$ cat config.mk
export PLATFORM = sky130hd
export DESIGN_NAME = pwm_multi
export DESIGN_NICKNAME = d
export VERILOG_FILES = /design/src/rtl/pwm_pkg.sv /design/src/rtl/pwm_timebase.sv /design/src/rtl/pwm_multi.sv
export SDC_FILE = /design/constraint.sdc
export NUM_CORES = 1
export LEC_CHECK = 0
export ABC_AREA = 1
export BUFFER_PORTS_ARGS = -buffer_cell sky130_fd_sc_hd__buf_2
export CORE_MARGIN = 3
export CORE_UTILIZATION = 50
export CTS_BUF_LIST = sky130_fd_sc_hd__clkbuf_8
export CTS_CLUSTER_DIAMETER = 40
export CTS_CLUSTER_SIZE = 8
export DETAILED_ROUTE_END_ITERATION = 10
export HOLD_SLACK_MARGIN = 0.15
export PLACE_DENSITY = 0.66
export SLEW_MARGIN = 40
export SYNTH_ARGS = -nofsm -noshare
export SYNTH_HDL_FRONTEND = slang
export SYNTH_HIERARCHICAL = 1
export SYNTH_SLANG_ARGS = --single-unit
$ cat constraint.sdc
create_clock -name clk_pwm -period 4.93 [get_ports clk_pwm]
set_input_delay 0.986 -clock clk_pwm [delete_from_list [all_inputs] [get_ports clk_pwm]]
set_output_delay 0.986 -clock clk_pwm [all_outputs]
set_load 0.05 [all_outputs]
$ cat src/rtl/pwm_pkg.sv
// ============================================================================
// Module   : pwm_pkg
// Purpose  : Shared defaults, duty-bus slicing helper and reset period constant
//            for the multi-channel PWM. Optional macro: PWM_CENTER_ALIGN_EN.
// Revision : 1.0 - initial release
// ============================================================================
`default_nettype none

package pwm_pkg;

  localparam int unsigned c_pwm_bits_def = 12;
  localparam int unsigned c_max_bits     = 32;
  localparam int unsigned c_max_ch       = 32;

  // Widest supported counter value; truncated to PWM_BITS it is all ones
  localparam logic [c_max_bits-1:0] c_period_rst = '1;

  typedef logic [c_max_bits*c_max_ch-1:0] duty_flat_t;

  typedef enum logic {
    DIR_UP   = 1'b0,
    DIR_DOWN = 1'b1
  } pwm_dir_e;

  function automatic logic [c_max_bits-1:0] duty_slice(
    input duty_flat_t  flat,
    input int unsigned ch,
    input int unsigned bits
  );
    duty_flat_t              shifted;
    logic [c_max_bits-1:0]   mask;
    shifted = flat >> (ch * bits);
    mask    = (bits >= c_max_bits) ? '1 : ((c_max_bits'(1) << bits) - c_max_bits'(1));
    return shifted[c_max_bits-1:0] & mask;
  endfunction

endpackage

`default_nettype wire

$ cat src/rtl/pwm_timebase.sv
// ============================================================================
// Module   : pwm_timebase
// Purpose  : Shared PWM counter, active period register, boundary and
//            period-done generation. PWM_CENTER_ALIGN_EN selects up/down count.
// Revision : 1.0 - initial release
// ============================================================================
`default_nettype none

module pwm_timebase
  import pwm_pkg::*;
#(
  parameter int unsigned PWM_BITS = c_pwm_bits_def
) (
  input  logic                clk_pwm,
  input  logic                rst_in,
  input  logic                i_en,
  input  logic [PWM_BITS-1:0] i_period_sh,
  input  logic                i_pending,
  output logic [PWM_BITS-1:0] o_cnt,
  output logic                o_boundary,
  output logic                o_period_done
);

  localparam logic [PWM_BITS-1:0] c_one = PWM_BITS'(1);

  logic [PWM_BITS-1:0] r_cnt;
  logic [PWM_BITS-1:0] r_p_act;
  logic                r_done;
  logic                w_top;
  logic                w_boundary;

  assign w_top = (r_cnt == r_p_act);

`ifdef PWM_CENTER_ALIGN_EN
  pwm_dir_e r_dir;

  // With P_act==1 the top and the last down-count value coincide at cnt==1
  assign w_boundary = i_en && ((r_p_act == '0) ||
                      ((r_cnt == c_one) && ((r_dir == DIR_DOWN) || (r_p_act == c_one))));

  always_ff @(posedge clk_pwm) begin
    if (rst_in) begin
      r_cnt <= '0;
      r_dir <= DIR_UP;
    end else if (!i_en || w_boundary) begin
      r_cnt <= '0;
      r_dir <= DIR_UP;
    end else if (r_dir == DIR_DOWN) begin
      r_cnt <= r_cnt - c_one;
    end else if (w_top) begin
      r_cnt <= r_cnt - c_one;
      r_dir <= DIR_DOWN;
    end else begin
      r_cnt <= r_cnt + c_one;
    end
  end
`else
  assign w_boundary = i_en && w_top;

  always_ff @(posedge clk_pwm) begin
    if (rst_in) begin
      r_cnt <= '0;
    end else if (!i_en || w_boundary) begin
      r_cnt <= '0;
    end else begin
      r_cnt <= r_cnt + c_one;
    end
  end
`endif

  always_ff @(posedge clk_pwm) begin
    if (rst_in) begin
      r_p_act <= PWM_BITS'(c_period_rst);
      r_done  <= 1'b0;
    end else begin
      r_done <= w_boundary;
      if (w_boundary && i_pending) begin
        r_p_act <= i_period_sh;
      end
    end
  end

  assign o_cnt         = r_cnt;
  assign o_boundary    = w_boundary;
  assign o_period_done = r_done;

endmodule

`default_nettype wire

$ cat src/rtl/pwm_multi.sv
// ============================================================================
// Module   : pwm_multi
// Purpose  : NUM_CH PWM channels on one programmable-period timebase with
//            shadowed, boundary-synchronous updates. Macro: PWM_CENTER_ALIGN_EN.
// Revision : 1.0 - initial release
// ============================================================================
`default_nettype none

module pwm_multi
  import pwm_pkg::*;
#(
  parameter int unsigned PWM_BITS = c_pwm_bits_def,
  parameter int unsigned NUM_CH   = 4
) (
  input  logic                       clk_pwm,
  input  logic                       rst_in,
  input  logic                       en_in,
  input  logic [PWM_BITS-1:0]        period_in,
  input  logic [NUM_CH*PWM_BITS-1:0] duty_in,
  input  logic                       load_in,
  output logic                       upd_pending_out,
  output logic [NUM_CH-1:0]          pwm_out,
  output logic                       pwm_period_done
);

  logic [PWM_BITS-1:0] r_period_sh;
  logic                r_pending;
  logic [PWM_BITS-1:0] w_cnt;
  logic                w_boundary;
  logic                w_apply;
  logic                w_done;
  duty_flat_t          w_duty_flat;

  assign w_duty_flat = duty_flat_t'(duty_in);
  assign w_apply     = w_boundary && r_pending;

  pwm_timebase #(
    .PWM_BITS (PWM_BITS)
  ) u_timebase (
    .clk_pwm       (clk_pwm),
    .rst_in        (rst_in),
    .i_en          (en_in),
    .i_period_sh   (r_period_sh),
    .i_pending     (r_pending),
    .o_cnt         (w_cnt),
    .o_boundary    (w_boundary),
    .o_period_done (w_done)
  );

  // A load on the boundary wins over the clear: the fresh values wait a period
  always_ff @(posedge clk_pwm) begin
    if (rst_in) begin
      r_period_sh <= PWM_BITS'(c_period_rst);
      r_pending   <= 1'b0;
    end else if (load_in) begin
      r_period_sh <= period_in;
      r_pending   <= 1'b1;
    end else if (w_boundary) begin
      r_pending   <= 1'b0;
    end
  end

  generate
    for (genvar gi = 0; gi < NUM_CH; gi++) begin : g_ch
      logic [PWM_BITS-1:0] r_duty_sh;
      logic [PWM_BITS-1:0] r_duty_act;
      logic                r_out;

      always_ff @(posedge clk_pwm) begin
        if (rst_in) begin
          r_duty_sh  <= '0;
          r_duty_act <= '0;
          r_out      <= 1'b0;
        end else begin
          if (w_apply) begin
            r_duty_act <= r_duty_sh;
          end
          if (load_in) begin
            r_duty_sh <= PWM_BITS'(duty_slice(w_duty_flat, gi, PWM_BITS));
          end
          r_out <= en_in && (w_cnt < r_duty_act);
        end
      end

      assign pwm_out[gi] = r_out;
    end
  endgenerate

  assign upd_pending_out = r_pending;
  assign pwm_period_done = w_done;

endmodule

`default_nettype wire

==> flow_summary.ini, run 1 <==
[status]
outcome = complete, no violations

[clock_tree]
cts_buffers = 17
h-tree-depth = 4
insertion_delay_ns = 0.45
cts_hold_buf = 0
cts.sinks = 138
ctsRootBufferMaster = clkbuf_8
post_cts_resized = 0
cts_buffer_depth = 2
cts_tree = built
cts_setup_buffers = 0
clk_pin_slew_ns = 0.07

[global_route]
grt_overflow_total = 0
antenna_found_initial = 0
grt_usage_pct = 19.7
grt_max_degree = 94
first_global_vias = 4812
grt_pass1_wl_mm = 22.3

[critical_path]
cp-startpoint = upd_pending_out$_SDFFE_PP0P_
crit_buf_inv = 1
cp_max_fo = 16
crit_arrival_ns = 1.48
critPathSlowestCell = dfxtp_1
path_cells = buf_2
r2r_start = u_timebase/o_cnt[6]$_SDFF_PP0_
crit_type = flip-flop to output pin
cp.required_ns = 3.94
cp-start-kind = flip-flop
end_kind = output pin
path_delay_family = flip-flops
slowest_delay_ns = 0.66

[die]
ios = 70
num_rows = 40
die-area_um2 = 14200
start_util_pct = 52.1
core_um2 = 12300
fp.dieW_um = 119
die_h_um = 119

[cells_and_area]
register_area_um2 = 2760
multiInputGateArea_um2 = 2900
area_delta_synth_final_pct = 10.8
fillers = 1242
n_antenna_cell = 0
final_nets = 1024
layout-drive-gt1-share_pct = 12.4
finish.utilization_pct = 57.7

[synthesis]
ys_ff_latch = 138
seq_area_frac_synth_pct = 43.2
syn_inst = 867
async_flop_share_pct = 0
yosys.area.top_type = dfxtp_1
synth_flop_cell = dfxtp_1
syn_area_um2 = 6390
synth_top_area_share_pct = 43.2
synth_edf_count = 0
syn_area_per_cell_um2 = 7.37
synth_cell_types = 24
synthTopCellsByArea = dfxtp_1 (43%), nand2_1 (10%), ha_1 (8.8%), nor2_1 (8.1%), o21ai_0 (6.2%)
yosysMostFrequentCell = nand2_1
syn_nets = 976
yosys_warnings = 6
synth_common_cells = nand2_1 (176), dfxtp_1 (138), nor2_1 (138)

[timing]
period_needed_ns = 2.47
maxSlewHeadroom_pct = 53.5
worst_slew_pin_slew_ns = 0.698
hold_viol = 0
fin_setup_tns_ns = 0
clock-skew-final_ns = 0.00820
drv_slew = 0
finalCritPeriodShare_pct = 50.1
rsz0062_at_grt = false
fmax_mhz = 405
setup_viol = 0

[drt]
drtAntennaViolNets = 0
finalWirelength_mm = 13.0
drtIter0Drc = 235
dr.pass1.iters = 5
route.vias.total = 5197
avgRoutedWirePerCell_um = 11.9
vias_per_cell = 4.74
drcViolationCount = 0

[placement]
dpl.hpwl_mm = 8.64
routabilityCongestion = 0.836
port_buffers = 69

[power]
power_density_nw_per_um2 = 323
ir_drop_mv = 0.202
leakage_uw = 0.00336

[min_path]
worstHoldStart = g_ch[0].r_duty_act[8]$_SDFFE_PP0P_
hold_path_class = flip-flop to flip-flop

[job]
max_cap_violations = 0
## sequential cells by signal, summed over array words and instances (netlist names)
| name | count |
|---|---|
| g_ch.r_duty_act | 48 |
| g_ch.r_duty_sh | 48 |
| g_ch.r_out | 4 |
| r_period_sh | 12 |
| u_timebase/o_cnt | 12 |
| u_timebase/o_period_done | 1 |
| u_timebase/r_p_act | 12 |
| upd_pending_out | 1 |
## metal layers
| metal | GRT usage, % | part of all wire [%] | vias to the layer above |
|---|---|---|---|
| met2 | 30.8 | 44 | 101 |
| met3 | 5.13 | 5.5 | 15 |
| met4 | 6.81 | 1.7 | 0 |
| li1 | - | - | 2831 |
| met1 | 26.4 | 49 | 2250 |
| met5 | 0 | 0 | - |
## cells in the final DEF (no fill, tap or decap)
cell       count
buf_2         69
nor3_2         1
nand2_1      176
xnor2_1        3
nand2_2        1
nand4_1        2
buf_6          1
nor3_1         4
o21ai_0       79
clkbuf_8      20
nor2_1       138
bufinv_16      4
ha_1          45
nor2_4         1
nor2_2         1
clkinv_2       5
o21ai_1       18
nand3_2        1
nand3_1       43
inv_1        100
dfxtp_1      138
a21oi_1       61
inv_2          8
buf_4          2
inv_4          1
xor2_1         6
## per-stage QoR
step                hold WS [ns]  power [uW]  instance area [um^2]  cells  setup WS [ns]
CTS                        0.462        2310                  7080   1096           2.32
detailed placement         0.445        1320                  6650   1064           2.26
global route               0.481        2390                  7080   1096           2.28
finish                     0.458        2280                  7080   1096           2.46
global placement           0.441        1320                  6640   1064           2.26
floorplan                  0.430        1280                  6390    867           2.97
## final timing paths
path	to	slack (ns)	cells past startpoint
setup / recovery	upd_pending_out	2.46	1
setup reg to reg	g_ch[0].r_duty_act[3]$_SDFFE_PP0P_	2.48	10
hold reg to reg	g_ch[0].r_duty_act[8]$_SDFFE_PP0P_	0.46	2
hold / removal	g_ch[0].r_duty_act[8]$_SDFFE_PP0P_	0.46	2
## cell type report
type | count | area share, %
timing repair buffer | 72 | 5.25
clock inverter | 12 | 2.19
tap | 168 | 2.97
multi-input combinational | 580 | 41.0
inverter | 106 | 5.67
clock buffer | 20 | 3.89
sequential | 138 | 39.0
## kinds of logic (layout without fill, tap and decap cells)
| family | after synthesis | after routing | share of synthesized area [%] |
|---|---|---|---|
| AO/OA/AOI/OAI | 158 | 158 | 12.4 |
| buffers and inverters | 149 | 210 | 11.3 |
| AND/OR/NAND/NOR | 368 | 368 | 23.0 |
| flip-flops | 138 | 138 | 43.2 |
| adder cells (fa/ha/maj) | 45 | 45 | 8.81 |
| XOR/XNOR | 9 | 9 | 1.23 |
## power breakdown
group	switching, uW	internal [uW]	leakage (uW)
registers	19.1	1150	0.00113
clock network	411	580	0.000237
logic	74.7	47.9	0.00199
total	505	1780	0.00336
(Power assumes the default switching activity.)
==> inputs of run 2 (changes only) <==
--- a/config.mk
+++ b/config.mk
@@ -14,7 +14,7 @@
 export CTS_CLUSTER_SIZE = 8
 export DETAILED_ROUTE_END_ITERATION = 10
 export HOLD_SLACK_MARGIN = 0.15
-export PLACE_DENSITY = 0.66
+export PLACE_DENSITY = 0.68
 export SLEW_MARGIN = 40
 export SYNTH_ARGS = -nofsm -noshare
 export SYNTH_HDL_FRONTEND = slang
==> constraint.sdc (replaced) <==
create_clock -name clk_pwm -period 2.17 [get_ports clk_pwm]
set_input_delay 0.434 -clock clk_pwm [delete_from_list [all_inputs] [get_ports clk_pwm]]
set_output_delay 0.434 -clock clk_pwm [all_outputs]
set_load 0.05 [all_outputs]
==> flow_summary.ini, run 2 (synthesis results as in run 1) <==
[timing]
drv_slew = 0
period_needed_ns = 1.91
maxSlewHeadroom_pct = 63.3
layout_setup_ws_ns = 0.262
hold_viol = 0
setup_viol = 0
fin_setup_tns_ns = 0
finalCritPeriodShare_pct = 87.9
worst_slew_pin_slew_ns = 0.548
clock-skew-final_ns = 0.00600
fmax_mhz = 524
fin_hold_ws_ns = 0.199
rsz0062_at_grt = false

[global_route]
grt_overflow_total = 0
grt_usage_pct = 20.1
grt_max_degree = 61
antenna_found_initial = 0
grt_pass1_wl_mm = 22.9
first_global_vias = 5026

[critical_path]
crit_buf_inv = 2
path_cells = buf_4 -> buf_2
cp-start-kind = flip-flop
end_kind = output pin
cp.required_ns = 1.74
slowest_delay_ns = 0.53
cp_max_fo = 10
crit_arrival_ns = 1.47
crit_type = flip-flop to output pin
critPathSlowestCell = dfxtp_1
path_delay_family = flip-flops

[clock_tree]
clk_pin_slew_ns = 0.07
cts.sinks = 138
insertion_delay_ns = 0.44
cts_tree = built
cts_buffer_depth = 2
cts_hold_buf = 0
ctsRootBufferMaster = clkbuf_8
cts_setup_buffers = 0
post_cts_resized = 0
cts_buffers = 17
h-tree-depth = 4

[placement]
routabilityCongestion = 0.897
dp_cells = 1083
port_buffers = 69
dpl.hpwl_mm = 9.47
pre_cts_slack_ns = 0.396

[cells_and_area]
multiInputGateArea_um2 = 2900
register_area_um2 = 2760
layout-drive-gt1-share_pct = 14.4
final_nets = 1043
n_antenna_cell = 0
reg_top3 = g_ch.r_duty_act: 48 flops, g_ch.r_duty_sh: 48 flops
fillers = 1184
instances_no_fill = 1114
mostFrequentLayoutCells = nand2_1 (176), nor2_1 (138), dfxtp_1 (138), inv_1 (97), o21ai_0 (79)
final_common_cell = nand2_1
area_delta_synth_final_pct = 13.9

[die]
die_h_um = 119
start_util_pct = 52.1
fp.dieW_um = 119
ios = 70
die-area_um2 = 14200
num_rows = 40
core_um2 = 12300

[drt]
drcViolationCount = 0
vias_per_cell = 4.69
route.vias.total = 5230
drtAntennaViolNets = 0
avgRoutedWirePerCell_um = 11.9
drtIter0Drc = 302
finalWirelength_mm = 13.3
dr.pass1.iters = 5

[power]
p_comb_share_pct = 5.5
leakage_uw = 0.00346
switching_share_pct = 21.9
share_seq_of_total_power_pct = 50.0
finalPower_uw = 5320
power_frac_clock_pct = 44.5
power.internal_uw = 4150
power.switching_uw = 1170
ir_drop_mv = 0.470
power_density_nw_per_um2 = 731

[min_path]
hold_path_class = input pin to flip-flop

[status]
outcome = complete, no violations

[job]
max_cap_violations = 0
-- run 2: worst paths after layout --
kind | slack, ns | from | end | cells after the start
worst max-delay path | 0.26 | upd_pending_out$_SDFFE_PP0P_ | upd_pending_out | 2
worst min-delay path | 0.20 | period_in[2] | r_period_sh[2]$_SDFFE_PP1P_ | 3
worst max register to register | 0.39 | u_timebase/o_cnt[6]$_SDFF_PP0_ | g_ch[3].r_duty_act[7]$_SDFFE_PP0P_ | 10
worst min register to register | 0.46 | g_ch[1].r_duty_act[10]$_SDFFE_PP0P_ | g_ch[1].r_duty_act[10]$_SDFFE_PP0P_ | 2
-- run 2: layout make-up --
type / count / share of cell area (%)
multi-input cells: 580 / 39.9
flip-flops and latches: 138 / 38.0
clock inverters: 12 / 2.70
repair buffers: 91 / 7.53
clock buffers: 19 / 3.59
inverters: 106 / 5.47
well taps: 168 / 2.89
-- run 2: metal layers --
layer  vias to the layer above  share of wire [%]  GRT usage, %
met4                         0                1.3          7.75
met3                        11                3.1          4.80
met2                        63                 47          32.9
li1                       2867                  -             -
met1                      2289                 49          25.5
met5                         -                  0             0
-- run 2: per-stage QoR --
| step | utilization [%] | instance area [um^2] |
|---|---|---|
| finish | 59.4 | 7280 |
| global route | 59.4 | 7280 |
| CTS | 59.4 | 7280 |
| detailed placement | 55.6 | 6820 |
| global placement | 55.6 | 6820 |
| floorplan | - | 6390 |
-- run 2: worst register-to-register path, delay by kind of cell, from the launching register on --
| kind | cells | cell delay (ns) |
|---|---|---|
| buf+inv | 1 | 0.26 |
| compound gates | 2 | 0.27 |
| flops | 1 | 0.45 |
| simple gates | 7 | 0.68 |
-- run 2: power groups by stage --
| stage | Combinational (uW) | Clock (uW) | Sequential [uW] |
|---|---|---|---|
| after floorplan | 203 | 0 | 2700 |
| after global placement | 293 | 0 | 2710 |
| after detailed placement | 297 | 0 | 2710 |
| after CTS | 298 | 2420 | 2660 |
| after global routing | 344 | 2540 | 2670 |
| final | 293 | 2370 | 2660 |
